===== config.mk =====
export PLATFORM = sky130hd
export DESIGN_NAME = systolic_skew_feeder
export DESIGN_NICKNAME = d
export VERILOG_FILES = /design/src/rtl/mha_pkg.sv /design/src/rtl/skew_delay_line.sv /design/src/rtl/systolic_skew_feeder.sv
export SDC_FILE = /design/constraint.sdc
export NUM_CORES = 1
export LEC_CHECK = 0
export CELL_PAD_IN_SITES_DETAIL_PLACEMENT = 0
export CELL_PAD_IN_SITES_GLOBAL_PLACEMENT = 1
export CORE_ASPECT_RATIO = 0.75
export CORE_UTILIZATION = 47
export CTS_CLUSTER_DIAMETER = 200
export DETAILED_ROUTE_END_ITERATION = 10
export GPL_TIMING_DRIVEN = 0
export PLACE_DENSITY_LB_ADDON = 0.3
export RECOVER_POWER = 25
export SLEW_MARGIN = 20
export SYNTH_ARGS = -nofsm -noshare
export SYNTH_HDL_FRONTEND = slang
export SYNTH_SLANG_ARGS = --single-unit

===== constraint.sdc =====
create_clock -name I_CLK -period 4.5 [get_ports I_CLK]
set_clock_uncertainty 0.05 [all_clocks]
set_input_delay 0.9 -clock I_CLK [delete_from_list [all_inputs] [get_ports I_CLK]]
set_output_delay 0.9 -clock I_CLK [all_outputs]
set_load 0.01 [all_outputs]

===== src/rtl/mha_pkg.sv =====
// Shared types and defaults for the systolic array edge feeder.
// Latency: n/a (declarations only).
// Backpressure: n/a.
package mha_pkg;

    // Default element width: Q2.13 signed fixed point.
    localparam int D_W_DEF = 16;

    typedef logic signed [D_W_DEF-1:0] q2_13_t;

    typedef enum logic [2:0] {
        IDLE,
        CLR,
        STREAM,
        FLUSH,
        DONE
    } feeder_state_e;

endpackage


===== src/rtl/skew_delay_line.sv =====
// One feeder lane: DEPTH+1 register stages carrying a valid bit and a data word.
// Latency: DEPTH+1 cycles from I_VLD/I_DATA to O_VLD/O_DATA.
// Backpressure: none; I_EN=0 freezes every stage (valid and data).
// Ports: I_CLK, I_SYNC_RST (sync, active-high), I_EN, I_VLD/I_DATA in, O_VLD/O_DATA out.
module skew_delay_line
    import mha_pkg::*;
#(
    parameter int D_W   = D_W_DEF,
    parameter int DEPTH = 0
) (
    input  logic           I_CLK,
    input  logic           I_SYNC_RST,
    input  logic           I_EN,
    input  logic           I_VLD,
    input  logic [D_W-1:0] I_DATA,
    output logic           O_VLD,
    output logic [D_W-1:0] O_DATA
);

    logic [DEPTH:0] vld_q;
    logic [D_W-1:0] dat_q [DEPTH+1];

    // Valid always shifts; a data stage only loads when the word arriving at it
    // is valid, so bubbles leave the previous operand in place (PE hold semantics).
    always_ff @(posedge I_CLK) begin
        if (I_SYNC_RST) begin
            vld_q <= '0;
            for (int k = 0; k <= DEPTH; k++) begin
                dat_q[k] <= '0;
            end
        end else if (I_EN) begin
            vld_q[0] <= I_VLD;
            if (I_VLD) begin
                dat_q[0] <= I_DATA;
            end
            for (int k = 1; k <= DEPTH; k++) begin
                vld_q[k] <= vld_q[k-1];
                if (vld_q[k-1]) begin
                    dat_q[k] <= dat_q[k-1];
                end
            end
        end
    end

    assign O_VLD  = vld_q[DEPTH];
    assign O_DATA = dat_q[DEPTH];

endmodule


===== src/rtl/systolic_skew_feeder.sv =====
// Edge feeder for the PE array: accepts N-lane row beats and emits them skewed (lane i delayed i).
// Latency: beat accepted in cycle t shows on lane i in cycle t+1+i; O_DONE in cycle last+N+1.
// Backpressure: O_RDY only high in STREAM; optional I_STALL (FEEDER_STALL_EN) freezes everything.
// Ports: I_CLK, I_SYNC_RST, I_VLD/O_RDY/I_DATA/I_LAST in-beat, O_VLD/O_DATA skewed lanes,
//        O_ACC_CLR_N array accumulator clear (active-low), O_DONE and O_OVF single-cycle pulses.
module systolic_skew_feeder
    import mha_pkg::*;
#(
    parameter int D_W   = D_W_DEF,
    parameter int N     = 8,
    parameter int MAX_K = 64
) (
    input  logic             I_CLK,
    input  logic             I_SYNC_RST,
    input  logic             I_VLD,
    output logic             O_RDY,
    input  logic [N*D_W-1:0] I_DATA,
    input  logic             I_LAST,
    output logic [N-1:0]     O_VLD,
    output logic [N*D_W-1:0] O_DATA,
    output logic             O_ACC_CLR_N,
    output logic             O_DONE,
`ifdef FEEDER_STALL_EN
    output logic             O_OVF,
    input  logic             I_STALL
`else
    output logic             O_OVF
`endif
);

    localparam int BCW = $clog2(MAX_K + 1);
    localparam int FCW = $clog2(N + 1);

    logic stall;
`ifdef FEEDER_STALL_EN
    assign stall = I_STALL;
`else
    assign stall = 1'b0;
`endif

    feeder_state_e  state_q, state_nxt;
    logic [BCW-1:0] bcnt_q, bcnt_nxt;
    logic [FCW-1:0] fcnt_q, fcnt_nxt;
    logic           ovf_nxt;
    logic           rdy_q, clr_n_q, done_q, ovf_q;
    logic           accept;

    assign accept = I_VLD & rdy_q & ~stall;

    always_comb begin
        state_nxt = state_q;
        bcnt_nxt  = bcnt_q;
        fcnt_nxt  = fcnt_q;
        ovf_nxt   = 1'b0;
        case (state_q)
            IDLE: begin
                // The beat stays upstream; it is taken in the first STREAM cycle.
                if (I_VLD) begin
                    state_nxt = CLR;
                end
            end
            CLR: begin
                bcnt_nxt  = '0;
                state_nxt = STREAM;
            end
            STREAM: begin
                if (accept) begin
                    bcnt_nxt = bcnt_q + 1'b1;
                    if (I_LAST) begin
                        state_nxt = FLUSH;
                        fcnt_nxt  = '0;
                    end else if (bcnt_q == BCW'(MAX_K - 1)) begin
                        // Tile ran to MAX_K beats: close it as if this beat were last.
                        state_nxt = FLUSH;
                        fcnt_nxt  = '0;
                        ovf_nxt   = 1'b1;
                    end
                end
            end
            FLUSH: begin
                // N cycles lets the final beat clear lane N-1.
                if (fcnt_q == FCW'(N - 1)) begin
                    state_nxt = DONE;
                end else begin
                    fcnt_nxt = fcnt_q + 1'b1;
                end
            end
            DONE: begin
                state_nxt = IDLE;
            end
            default: begin
                state_nxt = IDLE;
            end
        endcase
    end

    // Outputs are registered from the next state so they line up with the state register.
    always_ff @(posedge I_CLK) begin
        if (I_SYNC_RST) begin
            state_q <= IDLE;
            bcnt_q  <= '0;
            fcnt_q  <= '0;
            rdy_q   <= 1'b0;
            clr_n_q <= 1'b0;
            done_q  <= 1'b0;
            ovf_q   <= 1'b0;
        end else if (!stall) begin
            state_q <= state_nxt;
            bcnt_q  <= bcnt_nxt;
            fcnt_q  <= fcnt_nxt;
            rdy_q   <= (state_nxt == STREAM);
            clr_n_q <= (state_nxt != CLR);
            done_q  <= (state_nxt == DONE);
            ovf_q   <= ovf_nxt;
        end
    end

    // Pulses are masked while frozen so each is seen for exactly one unstalled cycle.
    assign O_RDY       = rdy_q & ~stall;
    assign O_ACC_CLR_N = clr_n_q;
    assign O_DONE      = done_q & ~stall;
    assign O_OVF       = ovf_q & ~stall;

    logic [N-1:0] lane_vld;

    for (genvar i = 0; i < N; i++) begin : g_lane
        skew_delay_line #(
            .D_W   (D_W),
            .DEPTH (i)
        ) u_line (
            .I_CLK      (I_CLK),
            .I_SYNC_RST (I_SYNC_RST),
            .I_EN       (~stall),
            .I_VLD      (accept),
            .I_DATA     (I_DATA[i*D_W +: D_W]),
            .O_VLD      (lane_vld[i]),
            .O_DATA     (O_DATA[i*D_W +: D_W])
        );
        assign O_VLD[i] = lane_vld[i] & ~stall;
    end

endmodule


After elaboration in Yosys (flattened, before gate mapping)
Memories as Yosys holds them, arrays and structs flattened.
Cells that the tools add are included.
{"block": "totals", "mem_count": 8, "ramBits": 576, "register_bits": 54, "out_inout_bits": 140, "in_bits": 132, "word_cells": 221}
{"block": "op_classes", "n_addsub": 2, "n_eq_ne": 11, "bitwise_logic": 38, "muxes": 140, "reduce_logical": 7}
{"name": "g_lane[7].u_line.dat_q", "words": 8, "word_bits": 16, "rd": 8, "rd_clocked_by_memory_dff": 0, "write_ports": 8, "line_no": "skew_delay_line.sv:21", "source": "logic [D_W-1:0] dat_q [DEPTH+1];"}
{"name": "g_lane[6].u_line.dat_q", "words": 7, "word_bits": 16, "rd": 7, "rd_clocked_by_memory_dff": 0, "write_ports": 7, "line_no": "skew_delay_line.sv:21"}
{"name": "g_lane[5].u_line.dat_q", "words": 6, "word_bits": 16, "rd": 6, "rd_clocked_by_memory_dff": 0, "write_ports": 6, "line_no": "skew_delay_line.sv:21"}
{"name": "g_lane[4].u_line.dat_q", "words": 5, "word_bits": 16, "rd": 5, "rd_clocked_by_memory_dff": 0, "write_ports": 5, "line_no": "skew_delay_line.sv:21"}
{"name": "g_lane[3].u_line.dat_q", "words": 4, "word_bits": 16, "rd": 4, "rd_clocked_by_memory_dff": 0, "write_ports": 4, "line_no": "skew_delay_line.sv:21"}
{"name": "g_lane[2].u_line.dat_q", "words": 3, "word_bits": 16, "rd": 3, "rd_clocked_by_memory_dff": 0, "write_ports": 3, "line_no": "skew_delay_line.sv:21"}
{"name": "+2 memories"}
{"operator": "16-bit 2-to-1 mux", "n": 36}
{"operator": "1-bit 2-to-1 mux", "n": 91}
{"operator": "1-bit bitwise OR", "n": 35}
{"operator": "4-bit 2-to-1 mux", "n": 4}
{"operator": "16-bit OR reduction", "n": 1}
{"operator": "3-bit 2-to-1 mux", "n": 5}
{"operator": "7-bit case mux with 2 select lines", "n": 1}
{"operator": "3-bit case mux with 4 select lines", "n": 1}
{"operator": "3-bit by 2-bit == test with 1-bit output, second input constant", "n": 3}
{"operator": "4-bit case mux with 2 select lines", "n": 1}
{"operator": "7-bit by 1-bit adder with 7-bit output, second input constant", "n": 1}
{"operator": "7-bit by 6-bit == test with 1-bit output, second input constant", "n": 1}
{"operator": "7-bit 2-to-1 mux", "n": 1}
{"operator": "4-bit by 1-bit adder with 4-bit output, second input constant", "n": 1}
{"operator": "4-bit by 3-bit == test with 1-bit output, second input constant", "n": 1}
{"operator": "2-bit inequality test, second input constant", "n": 2}
{"operator": "4-bit AND reduction", "n": 1}
{"operator": "2-bit nonzero test", "n": 2}
{"operator": "4-bit OR reduction", "n": 1}
{"operator": "3-bit by 1-bit == test with 1-bit output, second input constant", "n": 1}
{"operator": "3-bit == test, second input constant", "n": 1}
{"operator": "3-bit zero test", "n": 1}
{"operator": "3-bit by 1-bit inequality test with 1-bit output, second input constant", "n": 1}
{"operator": "3-bit inequality test, second input constant", "n": 1}
{"operator": "other kinds (3)", "n": 4}

Logic depth before layout (Yosys ltp)
Gate-level depths: netlist of run 1.
{"block": "depth", "word_depth": 6, "ltp_mapped": 6, "depth_no_buf": 5}

By module
Synthesis of run 1 repeated with hierarchy kept, for this count alone.
{"block": "hier_totals", "hier_cells": 1653, "area_unflattened_um2": 25405.6}
{"mod": "skew_delay_line at g_lane[7].u_line", "area_each_um2": 5248.8, "seq_area_each_um2": 4003.8, "instances": 1, "cells_each": 323}
{"mod": "skew_delay_line at g_lane[6].u_line", "area_each_um2": 4518.1, "seq_area_each_um2": 3503.4, "instances": 1, "cells_each": 269}
{"mod": "skew_delay_line at g_lane[4].u_line", "area_each_um2": 3892.5, "seq_area_each_um2": 2502.4, "instances": 1, "cells_each": 314}
{"mod": "skew_delay_line at g_lane[5].u_line", "area_each_um2": 3890.0, "seq_area_each_um2": 3002.9, "instances": 1, "cells_each": 231}
{"mod": "skew_delay_line at g_lane[3].u_line", "area_each_um2": 2601.2, "seq_area_each_um2": 2001.9, "instances": 1, "cells_each": 154}
{"mod": "skew_delay_line at g_lane[2].u_line", "area_each_um2": 2088.3, "seq_area_each_um2": 1501.4, "instances": 1, "cells_each": 137}
{"mod": "skew_delay_line at g_lane[1].u_line", "area_each_um2": 1610.3, "seq_area_each_um2": 1001.0, "instances": 1, "cells_each": 98}
{"mod": "systolic_skew_feeder", "area_each_um2": 879.6, "seq_area_each_um2": 360.3, "instances": 1, "cells_each": 89}
{"mod": "skew_delay_line at g_lane[0].u_line", "area_each_um2": 676.9, "seq_area_each_um2": 500.5, "instances": 1, "cells_each": 38}

Worst setup path after synthesis of run 1
OpenSTA, ideal clock, no wires.
{"block": "synth_timing", "path_type": "input port to flip-flop", "startpoint": "in I_SYNC_RST", "endpoint": "mem g_lane[0].u_line.dat_q[0][0] (netlist name) (enable)", "setup_ps": 441, "t_required_ps": 4009, "setup_slack_ps": 878, "stages": 4, "path_buffers": 2, "t_arrival_ps": 3132, "path_cell_list": "buf_4 buf_2 clkinv_1 nand2_1"}
{"block": "synth_between", "elab_chain_len": 4, "word_cells_on_any_way": 6, "cone_classes": "5 x mux; 1 x reduce/logical"}
{"element": "start: declaration", "line_no": "systolic_skew_feeder.sv:14", "source": "input logic I_SYNC_RST,"}
{"element": "1-bit 2-to-1 mux", "line_no": "skew_delay_line.sv:26", "source": "if (I_SYNC_RST) begin"}
{"element": "1-bit 2-to-1 mux (not written as such)", "line_no": "skew_delay_line.sv:34", "source": "dat_q[0] <= I_DATA;"}
{"element": "16-bit OR reduction (no line)"}
{"element": "1-bit 2-to-1 mux (no line) *"}
{"element": "end: declaration", "line_no": "skew_delay_line.sv:21"}
Mark *: on every way between the ends. The rest lies on a longest branch, timed or not.

==> results.yml, run 1 <==
logic_synthesis:
  synth_compound_area_share_pct: 0.654
  synth_cells: 1447
  synth_area_um2: 23200
  synth_top_area_share_pct: 74.7
  synth_area_leader_cell: "edfxtp_1"
  synth_fa_ha_area_share_pct: 0.108
  ys_warn_count: 0
  async_flop_share_pct: 0
  synth_area_leaders: "edfxtp_1 (75%), and2_1 (14%), buf_4 (3.5%)"
  syn_nets: 1581
  syn_avg_cell_area_um2: 16.0
  muxShareOfSynthArea_pct: 0.0432
  synth.most_common_cell: "edfxtp_1"
  synth_top_family_by_area: "simple AND/OR/NAND/NOR gates"
  synth_commonest_cells: "edfxtp_1 (576), and2_1 (528), buf_4 (107)"
  ys_dominant_reg_cell: "edfxtp_1"
  synth-seq-cells: 602
  ys_types: 43
  synthSimpleGateAreaFrac_pct: 17.2
  synth-edff-count: 576
  ys_seq_area_share_pct: 76.9
  synthXorXnorAreaFrac_pct: 0.265
clock_network:
  cts.repair.resized: 0
  cts_tree: "yes"
  cts.sinks: 602
  h-tree-depth: 2
  insertion_delay_ps: 590
  cts_buffer_depth: 3
  cts_hold_buf: 0
  cts_setup_buffers: 0
  cts_buffers: 56
  clk_pin_slew_ps: 60
  cts_root_buf: "clkbuf_16"
global_route:
  overflow: 0
  grt_pass1_vias: 10500
  grt_pass1_wl_um: 57200
  antenna_found_initial: 0
  grtUsageTotal_pct: 14.8
  grt_max_degree: 65
power_and_ir_drop:
  pwr-share-seq_pct: 54.9
  powerDensity_nw_per_um2: 411
  p_switching_mw: 2.27
  ir_worst_vdd_mv: 0.337
  combinationalPowerShare_pct: 4.9
  p_int_mw: 9.50
  clock_power_share_pct: 40.2
  static-leakage-power_nw: 10.5
  swShare_pct: 19.3
  total_power_mw: 11.8
floorplanning:
  fp.dieW_um: 258
  dieArea_um2: 50200
  num_io_pins: 272
  core_area_um2: 48700
  initial_core_util_pct: 47.6
  row_count: 70
  die_h_um: 194
routing:
  wirelength_um: 36000
  drt_first_pass_iters: 5
  drt-initial-drc-count: 425
  ant_nets: 0
  routedWlPerCell_um: 14.6
  viasPerCell: 4.32
  drcViolationCount: 0
  via_count: 10700
sta:
  finalHoldViolCount: 0
  fmax_mhz: 277
  slew_headroom_pct: 19.8
  period_needed_ps: 3610
  setup_viol: 0
  min_period_over_period_pct: 80.3
  rsz0062_at_grt: "false"
  tightest_slew_ps: 1200
  whs_ps: 399
  setup_ws_ps: 887
  drv_slew: 0
job:
  max-cap-violations: 0
critical_path:
  required_ps: 4720
  path_class: "input port to register"
  path_max_fanout: 49
  end_kind: "register"
  critPathLaunchType: "input port"
  cp.arrival_ps: 3830
placement:
  numPortBuffers: 271
  gp_congestion: 0.764
  placed_area_um2: 26800
  pre_cts_slack_ps: 556
  dp_hpwl_um: 25600
layout:
  final_area_um2: 28600
  layout.nets: 1913
  areaGrowthSynthToFinish_pct: 23.6
  drive_gt1_share_pct: 12.3
  final_util_pct: 58.8
run_status:
  outcome: "complete, no violations"
worst_hold_path:
  hold_path.class: "register to register"
## layer usage
layer	track usage, %	routed length [µm]	up-vias
li1	-	-	5550
met1	20.3	16500	4871
met2	23.5	16700	209
met3	3.35	1960	52
met4	4.87	780	0
met5	0	0	-
## sequential cells by signal, indices dropped and copies added, names as in the netlist
| name | cells |
|---|---|
| O_ACC_CLR_N | 1 |
| O_OVF | 1 |
| O_DONE | 1 |
| state_q | 3 |
| bcnt_q | 7 |
| O_RDY | 1 |
| fcnt_q | 4 |
| g_lane.u_line.vld_q | 8 |
| g_lane.u_line.dat_q | 576 |
## area by class of cell
class / instances / area (µm²)
sequential: 602 / 17800
antenna: 1 / 2.50
clock inverter: 32 / 339
fill: 3768 / 20100
tap: 648 / 811
clock buffer: 70 / 1530
buffer: 170 / 1100
multi-input combinational: 671 / 4240
inverter: 4 / 15.0
timing repair buffer: 274 / 2790
## worst max-delay path: stages
cell and delay (ps):
dlygate4sd3_1 660, clkbuf_1 580, clkbuf_1 620, or2_4 710
buf_16 310
## logic make-up (layout without fill, tap and decap cells)
kind of cell | count (synthesis) | in the layout
buf+inv | 174 | 550
simple gates | 643 | 643
compound gates | 18 | 18
flops | 602 | 602
fa+ha+maj | 2 | 2
xor+xnor | 7 | 7
mux | 1 | 1
other cells | 0 | 1
## cell usage in the layout, fill, tap and decap left out, types with 4 or more instances in the layout
cell and count:
nor2b_1 55, dfxtp_1 26, xnor2_1 6, clkbuf_1 63
clkinv_1 10, clkdlybuf4s50_1 263, clkbuf_16 57, nor3_1 5
nand2_1 6, nand3_1 4, or2_2 10, clkinv_2 11
and2_0 165, buf_4 106, dlygate4sd3_1 8, edfxtp_1 576
bufinv_16 7, and2_1 363, nor2_1 14, clkbuf_8 5
or2_4 5, buf_6 8
## through the flow
step	setup TNS, ps	cells
global route	0	2471
CTS	0	2471
floorplan	0	1447
finish	0	2472
detailed placement	0	2369
global placement	-102190	2366
## path summary, 6_finish.rpt
check	from	end	slack, ps	cells after the start
setup reg to reg	O_RDY	g_lane[1].u_line.dat_q[0][20]	1970	5
setup / recovery	I_SYNC_RST	g_lane[2].u_line.dat_q[0][23]	890	5
hold reg to reg	bcnt_q[6]	bcnt_q[6]	400	1
hold / removal	bcnt_q[6]	bcnt_q[6]	400	1
## power groups by stage
| stage | registers, mW | logic [mW] | clock network [mW] |
|---|---|---|---|
| 6_report | 6.45 | 0.579 | 4.73 |
| 2_1_floorplan | 6.56 | 0.269 | 0 |
| 4_1_cts | 6.46 | 0.594 | 4.85 |
| 3_5_place_dp | 6.57 | 0.592 | 0 |
| 5_1_grt | 6.48 | 0.630 | 5.05 |
| 3_3_place_gp | 6.58 | 0.574 | 0 |
(Power assumes the default switching activity.)
==> run 2, diff against run 1 <==
==> constraint.sdc (replaced) <==
create_clock -name I_CLK -period 3.4 [get_ports I_CLK]
set_clock_uncertainty 0.05 [all_clocks]
set_input_delay 0.68 -clock I_CLK [delete_from_list [all_inputs] [get_ports I_CLK]]
set_output_delay 0.68 -clock I_CLK [all_outputs]
set_load 0.01 [all_outputs]
==> run 2 against run 1 <==
- count of clock-buffer cells in the layout fell by 5
- sequential share of layout area fell by 0.21 points
- first-iteration DRC count did not move
- via count rose by 1.2%
- highest routed layer is now met5
==> results.yml, run 2 (synthesis results as in run 1) <==
global_route:
  grt_pass1_vias: 10500
  grt_max_degree: 65
  grt_util_met1_pct: 20.2
  grt_use_met3_pct: 3.58
  use_met2_pct: 23.1
  grtUsageTotal_pct: 14.7
  grt_busiest_layer: "met2"
  antenna_found_initial: 5
  overflow: 0
  grt_pass1_wl_um: 56900
routing:
  drt-initial-drc-count: 425
  ant_nets: 0
  via_count: 10800
  viasPerCell: 4.36
  drcViolationCount: 0
  wirelength_um: 36300
  drt_first_pass_iters: 4
  routedWlPerCell_um: 14.6
sta:
  min_period_over_period_pct: 90.7
  whs_ps: 393
  setup_viol: 0
  setup_tns_ps: 0
  period_needed_ps: 3080
  slew_headroom_pct: 23.2
  rsz0062_at_grt: "false"
  drv_slew: 0
  finalHoldViolCount: 0
  tightest_slew_ps: 1150
  fmax_mhz: 324
power_and_ir_drop:
  pwr-share-seq_pct: 54.1
  ir_worst_vdd_mv: 0.340
  combinationalPowerShare_pct: 4.9
  powerDensity_nw_per_um2: 550
  total_power_mw: 15.8
  static-leakage-power_nw: 10.6
  clock_power_share_pct: 41.1
  p_switching_mw: 3.06
  p_int_mw: 12.8
  swShare_pct: 19.4
placement:
  placedCellCount: 2369
  gp_congestion: 0.757
  dp_hpwl_um: 25800
  numPortBuffers: 271
worst_hold_path:
  hold_path.class: "register to register"
layout:
  layout.nets: 1914
  seq_area_um2: 17800
  largest_registers: "g_lane.u_line.dat_q x576, g_lane.u_line.vld_q x8, bcnt_q x7"
  layout_commonest_cell: "edfxtp_1"
  final_cell_mix: "edfxtp_1 (576), and2_1 (372), clkdlybuf4s50_1 (266)"
  areaGrowthSynthToFinish_pct: 24.0
  final_util_pct: 59.0
  largest_register_ffs: 576
  regMostFlops: "g_lane.u_line.dat_q"
  final_cells: 2477
  multi_input_area_um2: 4240
  fillCellCount: 3754
  drive_gt1_share_pct: 12.4
clock_network:
  cts_tree: "yes"
  h-tree-depth: 2
  cts.repair.resized: 0
  cts_hold_buf: 0
  cts_buffer_depth: 3
  cts_buffers: 57
  cts_setup_buffers: 0
  cts_root_buf: "clkbuf_16"
  cts.sinks: 602
  insertion_delay_ps: 590
  clk_pin_slew_ps: 60
critical_path:
  cpPeakStageDelay_ps: 890
  end_kind: "register"
  cpMaxStageDelayCell: "or2_2"
  crit_family: "buffers and inverters"
  path_cells: "dlygate4sd3_1 > buf_4 > buf_2 > clkbuf_1 > or2_2"
  required_ps: 3560
  path_max_fanout: 48
  critPathLaunchType: "input port"
  cp.arrival_ps: 3240
  critPathBufInv: 4
  path_class: "input port to register"
floorplanning:
  core_area_um2: 48700
  die_h_um: 194
  fp.dieW_um: 258
  row_count: 70
  num_io_pins: 272
  initial_core_util_pct: 47.6
  dieArea_um2: 50200
run_status:
  outcome: "complete, no violations"
job:
  max-cap-violations: 0
==> run 2: routing by layer <==
| layer | routed length (µm) | vias up |
|---|---|---|
| li1 | - | 5548 |
| met5 | 17 | - |
| met4 | 779 | 2 |
| met3 | 2220 | 61 |
| met1 | 16700 | 4946 |
| met2 | 16600 | 255 |
==> run 2: worst paths after layout <==
path               from                             to  slack, ps  cells after the start
max          I_SYNC_RST  g_lane[6].u_line.dat_q[0][71]        320                      5
min           bcnt_q[6]                      bcnt_q[6]        390                      1
max reg2reg       O_RDY  g_lane[1].u_line.dat_q[0][16]        800                      5
min reg2reg   bcnt_q[6]                      bcnt_q[6]        390                      1
==> run 2: power groups by stage <==
stage                     clock, mW  combinational (mW)  sequential, mW
after floorplan                   0               0.357            8.68
after global placement            0               0.757            8.71
after detailed placement          0               0.784            8.71
after CTS                      6.66               0.786            8.55
after global routing           6.95               0.833            8.58
final                          6.50               0.767            8.55
==> run 2: stage by stage <==
| stage | area (µm²) | setup slack (ps) |
|---|---|---|
| after floorplan | 23200 | 644 |
| after global placement | 26700 | -1120 |
| after detailed placement | 26800 | -305 |
| after CTS | 28700 | 342 |
| after global routing | 28700 | 90.3 |
| final | 28700 | 315 |
==> run 2: cell type report <==
cell class / count / share of cell area [%]
clock inverter: 40 / 1.62
buffer: 170 / 3.83
antenna: 3 / 0.0261
tap: 648 / 2.82
clock buffer: 65 / 5.14
inverter: 4 / 0.0523
sequential: 602 / 62.0
timing repair buffer: 274 / 9.73
multi-input combinational: 671 / 14.8
